## config.mk

```make
export PLATFORM = sky130hd
export DESIGN_NAME = ring_decoder
export DESIGN_NICKNAME = d
export VERILOG_FILES = /design/src/rtl/ring_decoder.sv
export SDC_FILE = /design/constraint.sdc
export NUM_CORES = 1
export LEC_CHECK = 0
export ABC_AREA = 1
export BUFFER_PORTS_ARGS = -buffer_cell sky130_fd_sc_hd__buf_2
export CORE_MARGIN = 4
export CORE_UTILIZATION = 54
export DETAILED_ROUTE_END_ITERATION = 10
export HOLD_SLACK_MARGIN = 0.06
export PLACE_DENSITY = 0.8
export SLEW_MARGIN = 15
export SYNTH_ARGS = -nofsm -noshare
export SYNTH_HDL_FRONTEND = slang
export SYNTH_SLANG_ARGS = --single-unit
```

## constraint.sdc

```tcl
create_clock -name clk -period 1.7 [get_ports clk]
set_clock_uncertainty 0.1 [all_clocks]
set_input_delay 0.085 -clock clk [delete_from_list [all_inputs] [get_ports clk]]
set_output_delay 0.085 -clock clk [all_outputs]
set_load 0.01 [all_outputs]
```

## src/rtl/ring_decoder.sv

```systemverilog
// ring_decoder
//   Receive-side companion to a WIDTH-bit one-hot ring counter. Each sample
//   taken while in_valid is high is checked for a legal one-hot code and
//   decoded to a binary index. A HUNT/SYNC/LOCKED state machine checks that
//   successive samples follow the rotate-left sequence (0001->0010->0100->1000
//   ->0001 for WIDTH=4). Downstream logic should trust index only while
//   locked is high.
//
//   Optional build macro: RING_ERR_CNT_EN adds the err_count output, a
//   saturating total of err_illegal/err_seq pulses.
//
// Ports
//   clk          in   system clock, rising edge
//   reset        in   synchronous, active-high reset
//   ring_in      in   [WIDTH-1:0] ring code under test
//   in_valid     in   ring_in is sampled only while high
//   index        out  [IDX_W-1:0] bit position of the last legal sample
//   index_valid  out  pulse: previous sample was legal
//   locked       out  high while the FSM is LOCKED
//   err_illegal  out  pulse: previous sample was not exactly one bit set
//   err_seq      out  pulse: previous sample legal but out of sequence
//   err_count    out  [ERR_CNT_W-1:0] saturating error total (RING_ERR_CNT_EN)
//
//   All outputs are registered and reflect the sample taken on the previous
//   edge.

module ring_decoder #(
  parameter int WIDTH      = 4,
  parameter int IDX_W      = 2,
  parameter int LOCK_COUNT = 2,
  parameter int MISS_LIMIT = 2,
  parameter int ERR_CNT_W  = 8
) (
  input  logic             clk,
  input  logic             reset,
  input  logic [WIDTH-1:0] ring_in,
  input  logic             in_valid,
  output logic [IDX_W-1:0] index,
  output logic             index_valid,
  output logic             locked,
  output logic             err_illegal,
  output logic             err_seq
`ifdef RING_ERR_CNT_EN
  ,
  output logic [ERR_CNT_W-1:0] err_count
`endif
);

  // Counters only need to reach their limits.
  localparam int MC_W = $clog2(LOCK_COUNT + 1);
  localparam int MS_W = $clog2(MISS_LIMIT + 1);
  localparam logic [MC_W-1:0] LOCK_CNT_V = MC_W'(LOCK_COUNT);
  localparam logic [MS_W-1:0] MISS_LIM_V = MS_W'(MISS_LIMIT);

  typedef enum logic [1:0] {
    HUNT   = 2'd0,
    SYNC   = 2'd1,
    LOCKED = 2'd2
  } state_t;

  state_t state, state_next;

  logic [WIDTH-1:0] expected, expected_next;
  logic [MC_W-1:0]  match_cnt, match_cnt_next;
  logic [MS_W-1:0]  miss_cnt, miss_cnt_next;
  logic [IDX_W-1:0] index_next;
  logic             index_valid_next;
  logic             err_illegal_next;
  logic             err_seq_next;

  // ---------------------------------------------------------------------------
  // Sample qualification
  // ---------------------------------------------------------------------------
  logic             legal;
  logic             match;
  logic [WIDTH-1:0] rot_in;
  logic [WIDTH-1:0] rot_exp;
  logic [IDX_W-1:0] code_idx;
  logic [MC_W-1:0]  match_inc;
  logic [MS_W-1:0]  miss_inc;

  // Exactly one bit set: nonzero and clearing the lowest set bit leaves zero.
  assign legal     = (ring_in != '0) &&
                     ((ring_in & (ring_in - WIDTH'(1))) == '0);
  // An illegal code never counts as a match, even against a corrupt expected.
  assign match     = legal && (ring_in == expected);
  assign rot_in    = {ring_in[WIDTH-2:0], ring_in[WIDTH-1]};
  assign rot_exp   = {expected[WIDTH-2:0], expected[WIDTH-1]};
  assign match_inc = match_cnt + MC_W'(1);
  assign miss_inc  = miss_cnt + MS_W'(1);

  // One-hot to binary; only meaningful when legal is high.
  always_comb begin
    code_idx = '0;
    for (int i = 0; i < WIDTH; i++) begin
      if (ring_in[i]) code_idx = IDX_W'(i);
    end
  end

  // ---------------------------------------------------------------------------
  // FSM: state register
  // ---------------------------------------------------------------------------
  // NOTE: sequential state is written with non-blocking assignments so every
  // register samples pre-edge values regardless of block ordering.
  always_ff @(posedge clk) begin
    if (reset) state <= HUNT;
    else       state <= state_next;
  end

  // ---------------------------------------------------------------------------
  // FSM: next-state logic
  // ---------------------------------------------------------------------------
  // NOTE: every signal assigned in a combinational block gets a default first,
  // otherwise an unassigned path infers a latch.
  always_comb begin
    state_next = state;
    if (in_valid) begin
      unique case (state)
        HUNT: begin
          if (legal) state_next = SYNC;
        end
        SYNC: begin
          if (!legal)                               state_next = HUNT;
          else if (match && match_inc == LOCK_CNT_V) state_next = LOCKED;
        end
        LOCKED: begin
          if (!match && miss_inc == MISS_LIM_V) state_next = HUNT;
        end
        default: state_next = HUNT;
      endcase
    end
  end

  // ---------------------------------------------------------------------------
  // FSM: outputs and datapath updates
  // ---------------------------------------------------------------------------
  always_comb begin
    expected_next    = expected;
    match_cnt_next   = match_cnt;
    miss_cnt_next    = miss_cnt;
    index_next       = index;
    index_valid_next = 1'b0;
    err_illegal_next = 1'b0;
    err_seq_next     = 1'b0;

    if (in_valid) begin
      // Decode and legality flags are independent of state.
      if (legal) begin
        index_next       = code_idx;
        index_valid_next = 1'b1;
      end
      err_illegal_next = !legal;

      unique case (state)
        HUNT: begin
          if (legal) begin
            expected_next  = rot_in;
            match_cnt_next = '0;
          end
        end
        SYNC: begin
          if (legal) begin
            // Track the received sequence in both cases; a mismatch re-seeds.
            expected_next = rot_in;
            if (match) begin
              match_cnt_next = match_inc;
              if (match_inc == LOCK_CNT_V) miss_cnt_next = '0;
            end else begin
              err_seq_next   = 1'b1;
              match_cnt_next = '0;
            end
          end
        end
        LOCKED: begin
          // Flywheel: expected keeps rotating whether or not the sample fits.
          expected_next = rot_exp;
          if (match) begin
            miss_cnt_next = '0;
          end else begin
            err_seq_next  = legal;
            miss_cnt_next = (miss_inc == MISS_LIM_V) ? '0 : miss_inc;
          end
        end
        default: ;
      endcase
    end
  end

  // ---------------------------------------------------------------------------
  // Datapath registers
  // ---------------------------------------------------------------------------
  always_ff @(posedge clk) begin
    if (reset) begin
      expected    <= '0;
      match_cnt   <= '0;
      miss_cnt    <= '0;
      index       <= '0;
      index_valid <= 1'b0;
      err_illegal <= 1'b0;
      err_seq     <= 1'b0;
    end else begin
      expected    <= expected_next;
      match_cnt   <= match_cnt_next;
      miss_cnt    <= miss_cnt_next;
      index       <= index_next;
      index_valid <= index_valid_next;
      err_illegal <= err_illegal_next;
      err_seq     <= err_seq_next;
    end
  end

  // state is itself a register, so locked is registered too.
  assign locked = (state == LOCKED);

`ifdef RING_ERR_CNT_EN
  // Saturating error total; counts the same edges that raise either pulse.
  always_ff @(posedge clk) begin
    if (reset) begin
      err_count <= '0;
    end else if ((err_illegal_next || err_seq_next) && (err_count != '1)) begin
      err_count <= err_count + ERR_CNT_W'(1);
    end
  end
`endif

endmodule
```

### Word-level counts from Yosys, hierarchy flattened

Index checks and enable logic that the tools add are counted.

| storage, ports and cells | value |
|---|---|
| input bits | 7 |
| register bits after elaboration | 15 |
| output and inout bits | 6 |
| word-level logic and storage cells | 69 |

| operators by class | value |
|---|---|
| bitwise gates (word level) | 2 |
| eq/ne operators | 12 |
| add/sub/neg operators | 3 |
| mux-type cells | 25 |
| reductions and logical operators | 19 |

Operators by type and width:

| cell | count |
|---|---|
| 2-to-1 mux 2 bit | 14 |
| inequality test 2 bit (second input constant) | 4 |
| one-hot mux 2 bit (2 select lines) | 2 |
| one-hot mux 4 bit (2 select lines) | 1 |
| AND reduction 4 bit | 2 |
| == test 2 bit (second input constant) | 3 |
| one-hot mux 2 bit (3 select lines) | 1 |
| nonzero test 2 bit | 3 |
| 2-to-1 mux 1 bit | 5 |
| AND reduction 5 bit | 1 |
| adder 2 x 1 -> 2 bit (second input constant) | 2 |
| AND 4 bit | 1 |
| == test 4 bit | 1 |
| logical AND 1 bit | 4 |
| logical NOT 4 bit | 1 |
| 2-to-1 mux 4 bit | 1 |
| inequality test 2 x 1 -> 1 bit (second input constant) | 2 |
| nonzero test 4 bit | 1 |
| OR reduction 2 bit | 2 |
| subtractor 4 x 1 -> 4 bit (second input constant) | 1 |
| inequality test 3 bit (second input constant) | 1 |
| AND reduction 3 bit | 1 |
| == test 2 x 1 -> 1 bit (second input constant) | 1 |
| logical NOT 1 bit | 2 |
| 4 further kinds | 4 |

### Longest topological paths before layout

Gate-level depths: netlist (run 1).

| depth | value |
|---|---|
| depth after elaboration | 9 |
| depth in mapped cells | 12 |
| gate-level depth less buffers | 12 |

### Worst setup path after synthesis (run 1)

Ideal clock, no wire load.

| path | value |
|---|---|
| kind | register -> register |
| start | register state[0] |
| end | register miss_cnt[0] |
| period minus slack after synthesis | 1.533 ns |
| setup slack | 0.167 ns |
| arrival | 1.318 ns |
| required time | 1.485 ns |
| path buffers | 1 |
| setup time | 0.115 ns |
| stages on the path, launching flop included | 9 |
| cells stage by stage | dfxtp_1 -> inv_1 -> ha_1 -> clkbuf_1 -> inv_1 -> a21oi_1 -> nand3_1 -> nand2_1 -> nor2_1 |

| between the ends | value |
|---|---|
| longest elaborated chain between the ends | 3 |
| elaborated cells between the ends (all ways) | 8 |
| classes of those cells | eq/ne (5); mux (1); reduce/logical (2) |

RTL lines:

| element | RTL line | source |
|---|---|---|
| start, declared | 61 | `state_t state, state_next;` |
| start signal, assigned | 107 | `else state <= state_next;` |
| == test 2 bit * | - |  |
| net locked | 40 | `output logic locked,` |
| nonzero test 2 bit (no source line) | - |  |
| AND reduction 5 bit (no source line) | - |  |
| end signal, assigned | 204 | `miss_cnt <= miss_cnt_next;` |
| end, declared | 65 | `logic [MS_W-1:0] miss_cnt, miss_cnt_next;` |

Mark *: on every way through the listed nets, which the timed path passes. The rest lies on a longest branch.
A chain may end at the register's enable or synchronous reset.

### Final worst setup path (run 1)

| path | value |
|---|---|
| start | register expected[1] |
| end | register state[1] |

| between the ends | value |
|---|---|
| longest elaborated chain between the ends | 6 |
| elaborated cells between the ends (all ways) | 8 |
| classes of those cells | eq/ne (3); reduce/logical (5) |

RTL lines:

| element | RTL line | source |
|---|---|---|
| start, declared | 63 | `logic [WIDTH-1:0] expected, expected_next;` |
| start signal, assigned | 202 | `expected <= expected_next;` |
| == test 4 bit * | 86 | `assign match = legal && (ring_in == expected);` |
| logical AND 1 bit * | 86 |  |
| logical NOT 1 bit | 127 | `if (!match && miss_inc == MISS_LIM_V) state_next = HUNT;` |
| logical AND 1 bit | 127 |  |
| inequality test 2 x 1 -> 1 bit (no source line) | - |  |
| AND reduction 4 bit (no source line) * | - |  |

Every way passes the cells marked *; elsewhere a longest branch is shown, timed or not.

==> results.cfg, run 1 <==
[placed_design]
place_ws_ns = 0.177
port_buffers = 12
finalWeightedCongestion = 0.785
placed_cell_area_um2 = 928
place.detailed.hpwl_um = 1400

[critical_path]
crit_path_end_kind = flip-flop
slowest_delay_ns = 0.39
setup.worst_path.end = state[1]
timing.rr.end = state[1]
timing.critical_path.fanout_max = 4
crit_slowest_cell = dfxtp_1
startpoint_type = flip-flop
r2r_slack_ns = 0.21
crit_required_ns = 1.79
path_cells = nand2_1 > nand2_1 > nand2_1 > nor2_2 > nand2_1 > nand2_1 > nand2_1 > nand3_1 > nand2_1 > inv_1 > nor2_1
arrival_ns = 1.58
r2r_start = expected[1]
worstSetupStartpoint = expected[1]
r2r_cells = 11
cp_common_cell = nand2_1
worstSetupPathType = reg2reg

[synthesis]
synth-edff-count = 0
synth_cell_types = 19
synth_area_leaders = dfxtp_1 36%, nand2_1 16%, inv_1 7.6%
seq_area_frac_synth_pct = 35.6
synthTopCellsByCount = 36 x nand2_1, 17 x inv_1, 15 x dfxtp_1, 15 x nor2_1, 8 x o21ai_0
synth_top_area_share_pct = 35.6
async_reset_ff_share_pct = 0
yosysWarnings = 0
syn_inst = 127
synthesis.nets = 138
ys_ff_latch = 15
synth_ff_type = dfxtp_1
synth_top_cell_by_area = dfxtp_1
yosysMostFrequentCell = nand2_1
syn_area_um2 = 845
syn_avg_cell_area_um2 = 6.65

[sta]
finalSetupViolCount = 0
finalHoldViolCount = 0
fmax_mhz = 672
slew_headroom_pct = 76.9
period_needed_ns = 1.49
rsz0062_at_grt = no
final_max_slew_viol_count = 0
setup_tns_ns = 0
finalCritPeriodShare_pct = 87.5
finalWorstSetupSlack_ns = 0.212
worst_pin_slew_ns = 0.344

[grt]
met2_usage_pct = 32.9
groute.layer.met3.usage_pct = 4.51
grt_use_total_pct = 20.5
antenna_found_initial = 0
grt_util_met1_pct = 26.1
grt_pass1_vias = 767
overflow = 0
top_usage_layer = met2
grt_pass1_wl_um = 3230
grt_max_degree = 9

[die]
die_h_um = 47.5
ios = 13
initial_utilization_pct = 56.7
die_w_um = 47.5
core_area_um2 = 1490
num_rows = 14
die_area_um2 = 2260

[drt]
drt-initial-drc-count = 15
dr.pass1.iters = 4
vias = 865
wl_per_cell_um = 11.5
drc = 0
via_per_inst = 5.21
routed_wirelength_um = 1910
ant_nets = 0

[clocking]
path_clk_slew_ns = 0.09
cts_buffers = 3
cts.sinks = 15
clockBufferDepth = 2
htreeDepth = 1
cts_root_buf = clkbuf_4
clk_latency_ns = 0.29
cts_tree = built

[flow_run]
drv_cap = 0

[finish]
multi_input_area_um2 = 472
area.growth.synth_to_final_pct = 21.6
nNetsFinal = 162
fillers = 135
final_area_um2 = 1030
insertedDiodeCount = 0
drive_above_1_share_pct = 16.0
regArea_um2 = 300

[status]
outcome = finished clean

[power]
p_leak_nw = 0.475
ir_drop_v = 0.000484
finalPower_mw = 0.856
powerDensity_nw_per_um2 = 833

[min_path]
holdCritPathClass = in2reg
min_from = ring_in[2]
-- placed cells by master, fill, tap and decap left out --
master         synthesis  layout
o21ai_0                8       8
nand2_2                2       2
clkbuf_1               1       1
o21ai_1                1       1
a31oi_1                4       4
a21oi_2                1       1
nor2_1                15      14
buf_4                  0       1
inv_1                 17      17
xnor2_1                3       3
nor2_4                 1       1
inv_2                  2       2
nor2_2                 0       1
dfxtp_1               15      15
a21oi_1                7       7
nand3_1                7       7
nand2_1               36      36
nand4_1                1       1
nor4_1                 1       1
a21oi_4                1       1
dlygate4sd3_1          0       7
ha_1                   4       4
buf_2                  0      12
clkbuf_4               0       3
-- metal layers --
metal  up-vias  wire, µm
met3         5       123
met4         0        47
met1       388       870
met2        23       868
li1        449         -
met5         -         0
-- flip-flops by register name (all words and copies together), names as in the netlist --
register and cells:
state 2, index_valid 1, err_illegal 1, err_seq 1, match_cnt 2, index 2, expected 4, miss_cnt 2
-- worst min path at each step --
stage | slack [ns] | endpoint | cells after the start
after CTS | 0.12 | index[0] | 4
final | 0.12 | index[0] | 4
after floorplan | 0.05 | index[0] | 1
after detailed placement | 0.21 | index[0] | 2
after global routing | 0.16 | index[0] | 4
after global placement | 0.22 | match_cnt[1] | 2
-- area by class of cell --
cell class | count | share of cell area, %
Clock buffer | 4 | 2.56
Inverter | 19 | 6.94
Multi-Input combinational cell | 92 | 45.9
Sequential cell | 15 | 29.2
Tap cell | 16 | 1.95
Timing Repair Buffer | 20 | 13.4
-- what timing repair did --
action,CTS,global route
gates resized for setup,0,1
hold buffers,7,0
buffers inserted,0,0
setup endpoints to repair,0,2
hold endpoints to repair,11,0
-- critical path: cells and delay by family, from the launching register on --
kind	cells	cell delay [ns]
simple gates	10	0.85
flops	1	0.39
buf+inv	1	0.05
-- per-stage QoR --
step	std cells	util [%]	hold WS (ns)
2_1_floorplan	127	-	0.0541
3_3_place_gp	155	62.4	0.215
3_5_place_dp	155	62.4	0.215
4_1_cts	166	68.8	0.124
5_1_grt	166	69.0	0.158
6_report	166	69.0	0.123
-- report_power, final --
| group | internal (mW) | switching (mW) |
|---|---|---|
| Clock | 0.0915 | 0.118 |
| Combinational | 0.0958 | 0.151 |
| Sequential | 0.379 | 0.0211 |
-- kinds of logic (layout without fill, tap and decap cells) --
group / count (synthesis) / count (layout) / synth area share (%)
buf+inv: 20 / 43 / 8.89
compound gates: 22 / 22 / 15.4
fa+ha+maj: 4 / 4 / 5.93
xor+xnor: 3 / 3 / 3.11
simple gates: 63 / 63 / 31.1
flops: 15 / 15 / 35.6
Power figures use the tool's default switching activity.
==> run 2, diff against run 1 <==
--- a/config.mk
+++ b/config.mk
@@ -5,12 +5,12 @@
 export SDC_FILE = /design/constraint.sdc
 export NUM_CORES = 1
 export LEC_CHECK = 0
-export ABC_AREA = 1
 export BUFFER_PORTS_ARGS = -buffer_cell sky130_fd_sc_hd__buf_2
 export CORE_MARGIN = 4
 export CORE_UTILIZATION = 54
 export DETAILED_ROUTE_END_ITERATION = 10
 export HOLD_SLACK_MARGIN = 0.06
+export MAX_ROUTING_LAYER = met4
 export PLACE_DENSITY = 0.8
 export SLEW_MARGIN = 15
 export SYNTH_ARGS = -nofsm -noshare
==> run 2 against run 1 <==
Compared with the run above: flip-flop and latch count unchanged; worst setup slack got worse by 0.18 ns; combinational power up 7%.
==> results.cfg, run 2 <==
[status]
outcome = finished clean

[drt]
drt-initial-drc-count = 17
vias = 794
wl_per_cell_um = 13.5
ant_nets = 0
drc = 0
via_per_inst = 5.71
dr.pass1.iters = 4
routed_wirelength_um = 1880

[critical_path]
crit_required_ns = 1.80
startpoint_type = flip-flop
worstSetupPathType = reg2reg
arrival_ns = 1.77
crit_path_end_kind = flip-flop
timing.critical_path.fanout_max = 5

[die]
die_h_um = 49.0
ios = 13
core_area_um2 = 1540
die_area_um2 = 2400
num_rows = 14
initial_utilization_pct = 58.8
die_w_um = 49.0

[power]
ir_drop_v = 0.000471
powerDensity_nw_per_um2 = 805
finalPower_mw = 0.855
p_leak_nw = 0.480

[sta]
rsz0062_at_grt = yes
finalHoldViolCount = 0
finalCritPeriodShare_pct = 98.3
slew_headroom_pct = 78.7
fmax_mhz = 599
holdWs_ns = 0.226
finalSetupViolCount = 0
worst_pin_slew_ns = 0.319
period_needed_ns = 1.67
final_max_slew_viol_count = 0

[grt]
grt_pass1_wl_um = 3340
grt_use_total_pct = 17.4
antenna_found_initial = 0
overflow = 0
grt_max_degree = 18
grt_pass1_vias = 754

[synthesis]
synth_top_cell_by_area = dfxtp_1
seq_area_frac_synth_pct = 33.1
synthesis.nets = 115
yosysMostFrequentCell = dfxtp_1
synth_area_leaders = dfxtp_1 33%, mux2i_1 6.6%, xor2_1 5.8%
ys_ff_latch = 15
synth_cell_types = 34
async_reset_ff_share_pct = 0
syn_area_um2 = 906
synthTopCellsByCount = 15 x dfxtp_1, 9 x nor2_1, 7 x inv_1, 7 x nand2_1, 7 x o21ai_0
syn_avg_cell_area_um2 = 8.71
synth_ff_type = dfxtp_1
synth-edff-count = 0
yosysWarnings = 0
syn_inst = 104
synth_top_area_share_pct = 33.1

[finish]
multi_input_area_um2 = 538
regArea_um2 = 304
fillers = 109
drive_above_1_share_pct = 30.1
largest_reg_flops = 4
regMostFlops = expected
final_cell_mix = 12 x dfxtp_1, 12 x buf_2, 9 x nor2_1, 9 x buf_4
nNetsFinal = 135
area.growth.synth_to_final_pct = 17.3
insertedDiodeCount = 0

[flow_run]
drv_cap = 0

[placed_design]
finalWeightedCongestion = 0.793
port_buffers = 12
place.detailed.hpwl_um = 1410

[clocking]
clockBufferDepth = 2
path_clk_slew_ns = 0.08
cts.sinks = 15
post_cts_buffers = 0
cts_tree = built
cts_buffers = 3
clk_latency_ns = 0.28
htreeDepth = 1
cts_root_buf = clkbuf_4

[min_path]
holdCritPathClass = in2reg
-- run 2: cell families (layout without fill, tap and decap cells) --
logic type	Yosys count	count (layout)	share of synthesized area, %
DFF	15	15	33.1
buffers and inverters	15	34	8.84
xor gates and xnor gates	6	6	5.80
AOI/OAI and AO/OA	23	23	18.0
adders and majority gates	4	4	5.53
and+or+nand+nor	33	33	19.6
muxes	8	8	9.12
-- run 2: path summary, 6_finish.rpt --
kind	start	to	slack (ns)	cells past startpoint
min	ring_in[2]	expected[3]	0.23	4
max	expected[3]	state[1]	0.03	6
max reg2reg	expected[3]	state[1]	0.03	6
min reg2reg	miss_cnt[1]	miss_cnt[1]	0.37	2
-- run 2: what timing repair did --
action	4_1_cts	5_1_grt
hold endpoints to repair	8	0
endpoints found under the setup margin	1	4
pin swaps	3	0
hold buffers	2	0
resized for setup	3	4
-- run 2: final cells by class --
class,instances,share of cell area [%]
multi-input cells,74,50.6
flip-flops and latches,15,28.6
repair buffers,23,13.9
clock buffers,4,2.47
inverters,7,2.47
well taps,16,1.88
-- run 2: metal layers --
layer  routed length, µm  GRT usage [%]  vias up
met5                   0              -        -
met3                  69           3.98        2
met4                  10           4.04        0
met1                 860           20.8      377
met2                 938           29.3       17
li1                    -              -      398
-- run 2: report_power, final --
part           switching (mW)  total, mW  internal, mW
combinational           0.141      0.263         0.121
clock                   0.106      0.197        0.0909
sequential             0.0192      0.395         0.376
-- run 2: through the flow --
stage | cell area [µm²] | std cells | setup slack [ns] | utilization [%] | TNS [ns]
2_1_floorplan | 906 | 104 | 0.0185 | - | 0
3_3_place_gp | 1000 | 133 | -0.0148 | 64.9 | -0.0148
3_5_place_dp | 1000 | 133 | -0.00836 | 64.9 | -0.00836
4_1_cts | 1050 | 139 | 0.0357 | 68.1 | 0
5_1_grt | 1060 | 139 | -0.0425 | 68.9 | -0.0731
6_report | 1060 | 139 | 0.0296 | 68.9 | 0
-- run 2: critical path, cell delays in order (launching register included) --
cell      delay (ns)
dfxtp_2         0.33
xor2_1          0.16
nor4_2          0.27
buf_4           0.18
nand2_2         0.05
a221o_1         0.33
a211oi_2        0.17
